<file path="src/rtl/pa_isa_pkg.sv">
// pa_isa_pkg: PA instruction word layout shared by fetch and decode.
// Bit positions and widths of each field in the 32-bit instruction word,
// and the packed field bundle handed from fetch to decode.
package pa_isa_pkg;

  localparam int WORD_W       = 32;
  localparam int ISBRANCH_BIT = 29;
  localparam int FORMAT_BIT   = 28;
  localparam int OPCODE_MSB   = 27;
  localparam int OPCODE_LSB   = 21;
  localparam int PRIM_MSB     = 20;
  localparam int PRIM_LSB     = 16;
  localparam int SEC_MSB      = 15;
  localparam int SEC_LSB      = 0;

  localparam int OPCODE_W = OPCODE_MSB - OPCODE_LSB + 1;
  localparam int PRIM_W   = PRIM_MSB - PRIM_LSB + 1;
  localparam int SEC_W    = SEC_MSB - SEC_LSB + 1;

  typedef struct packed {
    logic                is_branch;
    logic                fmt;        // 1 = register-immediate
    logic [OPCODE_W-1:0] opcode;
    logic [PRIM_W-1:0]   prim;
    logic [SEC_W-1:0]    sec;
  } fields_t;

endpackage

</file>
<file path="src/rtl/instruction_fetch_if.sv">
// instruction_fetch_if: instruction-memory request/acknowledge bus.
//   memReq  : request valid (fetch -> memory)
//   memAddr : word address, stable until memAck (fetch -> memory)
//   memAck  : request completes this cycle (memory -> fetch)
//   memData : instruction word, valid with memReq && memAck (memory -> fetch)
interface instruction_fetch_if #(
  parameter int ADDR_WIDTH = 16
);
  import pa_isa_pkg::*;

  logic                  memReq;
  logic [ADDR_WIDTH-1:0] memAddr;
  logic                  memAck;
  logic [WORD_W-1:0]     memData;

  modport master (output memReq, memAddr, input  memAck, memData);
  modport slave  (input  memReq, memAddr, output memAck, memData);
endinterface

</file>
<file path="src/rtl/instruction_field_split.sv">
// instruction_field_split: purely combinational split of a 32-bit
// instruction word into decode fields. Bits 31:30 are reserved.
//   i_word   : instruction word
//   o_fields : isBranch / format / opcode / primary / secondary fields
module instruction_field_split
  import pa_isa_pkg::*;
(
  input  logic [WORD_W-1:0] i_word,
  output fields_t           o_fields
);

  logic w_unused_rsvd;
  assign w_unused_rsvd = ^i_word[WORD_W-1:ISBRANCH_BIT+1];

  assign o_fields.is_branch = i_word[ISBRANCH_BIT];
  assign o_fields.fmt       = i_word[FORMAT_BIT];
  assign o_fields.opcode    = i_word[OPCODE_MSB:OPCODE_LSB];
  assign o_fields.prim      = i_word[PRIM_MSB:PRIM_LSB];
  assign o_fields.sec       = i_word[SEC_MSB:SEC_LSB];

endmodule

</file>
<file path="src/rtl/instruction_fetch.sv">
// instruction_fetch: PA front-end fetch stage.
// Holds the PC, fetches words over mem_if, and presents decoded fields to
// decode with a one-cycle enable pulse. Supports downstream stall (word is
// parked in a one-entry buffer) and branch redirect.
//   clock_i / reset_n_i        : clock, async active-low reset
//   stall_i                    : decode cannot accept this cycle
//   redirect_i/redirectAddr_i  : restart fetch at redirectAddr_i
//   mem_if (master)            : instruction memory request/ack bus
//   enable_o                   : fields and pc_o valid this cycle
//   isBranch_o .. secOperand_o : instruction fields, held when enable_o=0
//   pc_o                       : address of the presented instruction
module instruction_fetch
  import pa_isa_pkg::*;
#(
  parameter int                    ADDR_WIDTH = 16,
  parameter logic [ADDR_WIDTH-1:0] RESET_PC   = '0
) (
  input  logic                  clock_i,
  input  logic                  reset_n_i,
  input  logic                  stall_i,
  input  logic                  redirect_i,
  input  logic [ADDR_WIDTH-1:0] redirectAddr_i,
  instruction_fetch_if.master   mem_if,
  output logic                  enable_o,
  output logic                  isBranch_o,
  output logic                  instructionFormat_o,
  output logic [OPCODE_W-1:0]   opcode_o,
  output logic [PRIM_W-1:0]     primOperand_o,
  output logic [SEC_W-1:0]      secOperand_o,
  output logic [ADDR_WIDTH-1:0] pc_o
);

  typedef enum logic [1:0] {S_START, S_FETCH, S_HOLD, S_DRAIN} state_e;

  state_e                r_state, w_state_nxt;
  logic [ADDR_WIDTH-1:0] r_pc, w_pc_nxt;
  logic [ADDR_WIDTH-1:0] r_target;
  logic [ADDR_WIDTH-1:0] r_buf_pc;
  logic [WORD_W-1:0]     r_buf_word;
  logic [ADDR_WIDTH-1:0] r_pc_out;
  fields_t               r_fields;
  logic                  r_enable;

  fields_t w_direct, w_held;
  logic    w_present, w_use_buf, w_buf_load, w_tgt_load;

  // The PC only moves on a completed handshake or a HOLD redirect, so in
  // DRAIN it still equals the address of the outstanding request.
  assign mem_if.memReq  = (r_state == S_FETCH) || (r_state == S_DRAIN);
  assign mem_if.memAddr = r_pc;

  instruction_field_split u_split_direct (.i_word(mem_if.memData), .o_fields(w_direct));
  instruction_field_split u_split_held   (.i_word(r_buf_word),     .o_fields(w_held));

  always_comb begin
    w_state_nxt = r_state;
    w_pc_nxt    = r_pc;
    w_present   = 1'b0;
    w_use_buf   = 1'b0;
    w_buf_load  = 1'b0;
    w_tgt_load  = 1'b0;
    unique case (r_state)
      S_START: w_state_nxt = S_FETCH;
      S_FETCH: begin
        if (mem_if.memAck) begin
          if (redirect_i) begin
            w_pc_nxt = redirectAddr_i;       // word is wrong-path, drop it
          end else begin
            w_pc_nxt = r_pc + 1'b1;
            if (stall_i) begin
              w_buf_load  = 1'b1;
              w_state_nxt = S_HOLD;
            end else begin
              w_present = 1'b1;
            end
          end
        end else if (redirect_i) begin
          // Request must stay up until acked; remember where to go after.
          w_tgt_load  = 1'b1;
          w_state_nxt = S_DRAIN;
        end
      end
      S_HOLD: begin
        if (redirect_i) begin
          w_pc_nxt    = redirectAddr_i;
          w_state_nxt = S_FETCH;
        end else if (!stall_i) begin
          w_present   = 1'b1;
          w_use_buf   = 1'b1;
          w_state_nxt = S_FETCH;
        end
      end
      S_DRAIN: begin
        w_tgt_load = redirect_i;
        if (mem_if.memAck) begin
          w_pc_nxt    = redirect_i ? redirectAddr_i : r_target;
          w_state_nxt = S_FETCH;
        end
      end
      default: w_state_nxt = S_START;
    endcase
  end

  always_ff @(posedge clock_i or negedge reset_n_i) begin
    if (!reset_n_i) begin
      r_state    <= S_START;
      r_pc       <= RESET_PC;
      r_target   <= '0;
      r_buf_pc   <= '0;
      r_buf_word <= '0;
      r_pc_out   <= '0;
      r_fields   <= '0;
      r_enable   <= 1'b0;
    end else begin
      r_state  <= w_state_nxt;
      r_pc     <= w_pc_nxt;
      r_enable <= w_present;
      if (w_tgt_load) r_target <= redirectAddr_i;
      if (w_buf_load) begin
        r_buf_word <= mem_if.memData;
        r_buf_pc   <= r_pc;
      end
      if (w_present) begin
        r_fields <= w_use_buf ? w_held   : w_direct;
        r_pc_out <= w_use_buf ? r_buf_pc : r_pc;
      end
    end
  end

  assign enable_o            = r_enable;
  assign isBranch_o          = r_fields.is_branch;
  assign instructionFormat_o = r_fields.fmt;
  assign opcode_o            = r_fields.opcode;
  assign primOperand_o       = r_fields.prim;
  assign secOperand_o        = r_fields.sec;
  assign pc_o                = r_pc_out;

endmodule

</file>
<file path="src/flat_wrapper.sv">
// flat-port wrapper written by rule: the top's interface ports become plain ports
module instruction_fetch_flat import pa_isa_pkg::*;
#(
  parameter int                    ADDR_WIDTH = 16,
  parameter logic [ADDR_WIDTH-1:0] RESET_PC   = '0
)
  (clock_i, reset_n_i, stall_i, redirect_i, redirectAddr_i, enable_o, isBranch_o, instructionFormat_o, opcode_o, primOperand_o, secOperand_o, pc_o, mem_if_memReq, mem_if_memAddr, mem_if_memAck, mem_if_memData);
  instruction_fetch_if #(.ADDR_WIDTH(ADDR_WIDTH)) mem_if_i ();
  input  logic clock_i;
  input  logic reset_n_i;
  input  logic stall_i;
  input  logic redirect_i;
  input  logic [ADDR_WIDTH-1:0] redirectAddr_i;
  output logic enable_o;
  output logic isBranch_o;
  output logic instructionFormat_o;
  output logic [OPCODE_W-1:0] opcode_o;
  output logic [PRIM_W-1:0] primOperand_o;
  output logic [SEC_W-1:0] secOperand_o;
  output logic [ADDR_WIDTH-1:0] pc_o;
  output wire logic [$bits(mem_if_i.memReq)-1:0] mem_if_memReq;
  output wire logic [$bits(mem_if_i.memAddr)-1:0] mem_if_memAddr;
  input wire logic [$bits(mem_if_i.memAck)-1:0] mem_if_memAck;
  input wire logic [$bits(mem_if_i.memData)-1:0] mem_if_memData;
  assign mem_if_memReq = mem_if_i.memReq;
  assign mem_if_memAddr = mem_if_i.memAddr;
  assign mem_if_i.memAck = mem_if_memAck;
  assign mem_if_i.memData = mem_if_memData;
  instruction_fetch #(.ADDR_WIDTH(ADDR_WIDTH), .RESET_PC(RESET_PC)) u_core (.clock_i(clock_i), .reset_n_i(reset_n_i), .stall_i(stall_i), .redirect_i(redirect_i), .redirectAddr_i(redirectAddr_i), .mem_if(mem_if_i), .enable_o(enable_o), .isBranch_o(isBranch_o), .instructionFormat_o(instructionFormat_o), .opcode_o(opcode_o), .primOperand_o(primOperand_o), .secOperand_o(secOperand_o), .pc_o(pc_o));
endmodule
</file>
<file path="config.mk">
export PLATFORM = sky130hd
export DESIGN_NAME = instruction_fetch_flat
export DESIGN_NICKNAME = d
export VERILOG_FILES = /design/src/rtl/pa_isa_pkg.sv /design/src/rtl/instruction_fetch_if.sv /design/src/rtl/instruction_field_split.sv /design/src/rtl/instruction_fetch.sv /design/src/flat_wrapper.sv
export SDC_FILE = /design/constraint.sdc
export NUM_CORES = 1
export LEC_CHECK = 0
export ABC_AREA = 1
export BUFFER_PORTS_ARGS = -buffer_cell sky130_fd_sc_hd__buf_2
export CAP_MARGIN = 20
export CORE_MARGIN = 2
export CORE_UTILIZATION = 35
export DETAILED_ROUTE_END_ITERATION = 7
export SLEW_MARGIN = 20
export SYNTH_ARGS = -nofsm -noshare
export SYNTH_HDL_FRONTEND = slang
export SYNTH_SLANG_ARGS = --single-unit
</file>
<file path="constraint.sdc">
create_clock -name clock_i -period 2.1 [get_ports clock_i]
set_input_delay 0.105 -clock clock_i [delete_from_list [all_inputs] [get_ports clock_i]]
set_output_delay 0.105 -clock clock_i [all_outputs]
set_load 0.01 [all_outputs]
</file>
==> out/metrics.json <==
{
  "timing_max_transition_violations_final": {"value": 0},
  "power_report.internal_total": {"value": 7.64, "unit": "mW"},
  "initial_utilization": {"value": 35.7, "unit": "%"},
  "max_freq": {"value": 527, "unit": "MHz"},
  "yosysSeqAreaShare": {"value": 51.9, "unit": "%"},
  "vias_per_cell": {"value": 4.93},
  "min-delay-path-class": {"value": "in -> reg"},
  "grt_antenna_before_repair": {"value": 0},
  "synth.yosys.warnings": {"value": 0},
  "syn-num-nets": {"value": 753},
  "postLayoutCoreUtil": {"value": 46.8, "unit": "%"},
  "grt_setup_unrepaired": {"value": "false"},
  "core_area": {"value": 17200, "unit": "µm²"},
  "power_per_cell_area": {"value": 1530, "unit": "nW/µm²"},
  "antennaDiodeCount": {"value": 0},
  "final_antenna_net_count": {"value": 0},
  "timing_hold_violations_final": {"value": 0},
  "hold-path-cell-count": {"value": 5},
  "total_power": {"value": 12.3, "unit": "mW"},
  "path_max_fanout": {"value": 22},
  "timing.max_cap.violations": {"value": 0},
  "worstMarginPinSlew": {"value": 0.572, "unit": "ns"},
  "max_stage_delay": {"value": 0.41, "unit": "ns"},
  "detailed_router_s_first_iteration_violation_count": {"value": 407},
  "post_layout_nonfiller_instances": {"value": 1083},
  "numPlacedInstances": {"value": 1004},
  "cp_cell_sequence": {"value": "inv_1 > ha_1 > inv_1 > nand2_1 > nand2_1 > nand2_2 > inv_2 > nor2_1 > a21oi_1"},
  "drt_pre_antenna_iters": {"value": 5},
  "vdd.ir_drop.worst": {"value": 704, "unit": "µV"},
  "boundaryPins": {"value": 117},
  "criticalPathCategory": {"value": "reg -> reg"},
  "setup_tns": {"value": 0, "unit": "ns"},
  "yosys.area.top_type_share": {"value": 51.9, "unit": "%"},
  "first_pass_grt_wire_length": {"value": 25.5, "unit": "mm"},
  "layout.cells.most_common_list": {"value": "sky130_fd_sc_hd__nand2_1 (153), sky130_fd_sc_hd__dfrtp_1 (127), sky130_fd_sc_hd__buf_2 (113)"},
  "power.net_switching": {"value": 4.66, "unit": "mW"},
  "grt_start_max_net_pins": {"value": 93},
  "groute.usage.overall": {"value": 17.7, "unit": "%"},
  "netSwitchingFraction": {"value": 37.9, "unit": "%"},
  "proportion_of_layout_cells_with_a_drive_suffix_above_1": {"value": 24.9, "unit": "%"},
  "outcome": {"value": "completed"},
  "globalRoute.totalOverflow": {"value": 0},
  "cts-resized-gates": {"value": 0},
  "worst-endpoint-required": {"value": 2.39, "unit": "ns"},
  "mostFrequentLayoutCell": {"value": "sky130_fd_sc_hd__nand2_1"},
  "dieHeight": {"value": 136, "unit": "µm"},
  "ff_latch_count_synth": {"value": 127},
  "worstPathBufferInverterCount": {"value": 3},
  "vias": {"value": 5339},
  "worst_clock_skew": {"value": 0.00654, "unit": "ns"},
  "layout-area-overhead-vs-synth": {"value": 31.3, "unit": "%"},
  "synth_cells": {"value": 695},
  "clock_insertion_delay_at_the_later_pin_of_the_skew_report": {"value": 0.42, "unit": "ns"},
  "wl_per_cell": {"value": 14.6, "unit": "µm"},
  "layout_min_cycle_time": {"value": 1.90, "unit": "ns"},
  "cts-root-to-sink-buffers": {"value": 2},
  "cts_tree": {"value": "built"},
  "clk_root_buffer_cell": {"value": "sky130_fd_sc_hd__clkbuf_16"},
  "yosys.cell_types.count": {"value": 30},
  "syn-mean-instance-area": {"value": 8.82, "unit": "µm²"},
  "port-buffer-count": {"value": 114},
  "critical_path.endpoint_type": {"value": "flop"},
  "yosys-top-cells-area": {"value": "sky130_fd_sc_hd__dfrtp_1 (52%), sky130_fd_sc_hd__nand2_1 (9.4%), sky130_fd_sc_hd__mux2_2 (6.1%)"},
  "tritoncts.num_buffers": {"value": 17},
  "mappedNetlistArea": {"value": 6130, "unit": "µm²"},
  "place_hpwl": {"value": 10.6, "unit": "mm"},
  "dieArea": {"value": 18600, "unit": "µm²"},
  "cp.depth": {"value": 9},
  "floorplan.rows": {"value": 48},
  "design.final.nets": {"value": 903},
  "totalWireLength": {"value": 15.9, "unit": "mm"},
  "cp_data_arrival_time": {"value": 2.19, "unit": "ns"},
  "gp_congestion": {"value": 0.816},
  "timing.critical_path.from_type": {"value": "flop"},
  "via_count_of_the_first_global_routing_pass": {"value": 4964},
  "p_leak": {"value": 3.82, "unit": "nW"},
  "p_clk_share": {"value": 25.9, "unit": "%"},
  "worst_slew_slack_as_a_fraction_of_its_limit": {"value": 61.9, "unit": "%"},
  "fin_crit_sh": {"value": 90.3, "unit": "%"},
  "worst_path_dominant_cell_family": {"value": "simple AND/OR/NAND/NOR gates"},
  "drc": {"value": 0},
  "postCtsSetupBuffers": {"value": 0},
  "setup_viol_count_final": {"value": 0},
  "power.share.combinational": {"value": 37.7, "unit": "%"},
  "clkTransAtPathRegs": {"value": 0.06, "unit": "ns"},
  "number_of_inserted_filler_cells_in_the_final_layout": {"value": 1688},
  "critical_path.slowest_cell": {"value": "sky130_fd_sc_hd__dfrtp_1"},
  "post_dp_cell_area": {"value": 6930, "unit": "µm²"},
  "synth_top_area_cell": {"value": "sky130_fd_sc_hd__dfrtp_1"},
  "tritoncts_num_sinks": {"value": 127},
  "die_width": {"value": 136, "unit": "µm"},
  "postLayoutCellArea": {"value": 8050, "unit": "µm²"},
  "reg2regPathDepth": {"value": 9},
  "deepest_level_of_the_cts_h_tree": {"value": 4},
  "seqPwrFrac": {"value": 36.4, "unit": "%"}
}
[cells in the mapped netlist (all sizes together)]
cell,number
a21oi,21
a221oi,8
a22oi,5
a31oi,46
buf,42
clkbuf,4
dfrtp,127
ha,5
inv,47
mux2,33
nand2,156
nand3,65
nand4,2
nor2,75
nor3,1
o211a,1
o211ai,1
o21ai,51
o22ai,4
or2,1
[path summary, 6_finish.rpt]
check | start | end | slack (ns)
worst max-delay path | u_core.r_state[1] | u_core.mem_if.memAddr[11] | 0.20
worst min-delay path | stall_i | u_core.r_buf_pc[1] | 0.12
worst max register to register | u_core.r_state[1] | u_core.mem_if.memAddr[11] | 0.20
worst min register to register | u_core.r_buf_pc[1] | u_core.r_buf_pc[1] | 0.47
max in group asynchronous | reset_n_i | u_core.r_target[10] | 1.20
min in group asynchronous | reset_n_i | u_core.primOperand_o[0] | 0.23
[power by group through the flow]
stage	sequential, mW	clock [mW]	combinational [mW]
finish	4.48	3.19	4.63
global route	4.66	3.35	5.22
CTS	4.48	3.24	4.69
detailed placement	4.52	0	4.59
global placement	4.47	0	4.52
floorplan	4.62	0	2.86
[per-layer routing]
metal	track usage, %	part of all wire [%]
met1	24.5	48
met3	4.29	6.5
met2	27.8	45
met5	0	0
met4	4.34	0.87
[cells by family (layout without fill, tap and decap cells)]
family / Yosys count / after routing / share of synthesized area (%)
simple gates: 300 / 300 / 20.1
compound gates: 137 / 137 / 13.9
flops: 127 / 127 / 51.9
buf+inv: 93 / 256 / 7.02
mux: 33 / 33 / 6.06
fa+ha+maj: 5 / 5 / 1.02
[layout make-up]
type | count | area [µm²] | share of cell area, %
clock buffers | 18 | 439 | 5.46
clock inverters | 14 | 208 | 2.58
inverters | 47 | 176 | 2.19
multi-input cells | 475 | 2540 | 31.5
flip-flops and latches | 127 | 3180 | 39.5
well taps | 225 | 282 | 3.50
repair buffers | 177 | 1230 | 15.2
[worst reg2reg max path: stages (launching register included)]
cell and delay [ns]:
sky130_fd_sc_hd__dfrtp_1 0.41, sky130_fd_sc_hd__inv_1 0.09, sky130_fd_sc_hd__ha_1 0.19, sky130_fd_sc_hd__inv_1 0.10
sky130_fd_sc_hd__nand2_1 0.09, sky130_fd_sc_hd__nand2_1 0.06, sky130_fd_sc_hd__nand2_2 0.39, sky130_fd_sc_hd__inv_2 0.22
sky130_fd_sc_hd__nor2_1 0.15, sky130_fd_sc_hd__a21oi_1 0.06
[repair_timing]
item | CTS | global route
endpoints found under the hold margin | 118 | 0
hold buffers | 47 | 0
endpoints found under the setup margin | 0 | 0
[state kept, by name, indices dropped and copies added, names as in the netlist]
name and cells:
u_core.enable_o 1, u_core.isBranch_o 1, u_core.r_buf_pc 16, u_core.opcode_o 7
u_core.r_target 16, u_core.pc_o 16, u_core.r_state 2, u_core.r_buf_word 30
u_core.secOperand_o 16, u_core.mem_if.memAddr 16, u_core.primOperand_o 5, u_core.instructionFormat_o 1
[through the flow]
step / setup slack (ns) / hold slack (ns)
after CTS: 0.183 / 0.107
final: 0.203 / 0.117
after floorplan: 0.528 / -0.191
after global placement: 0.277 / 0.136
after global routing: 0.0669 / 0.134
after detailed placement: 0.245 / 0.143
(Power assumes the default switching activity.)
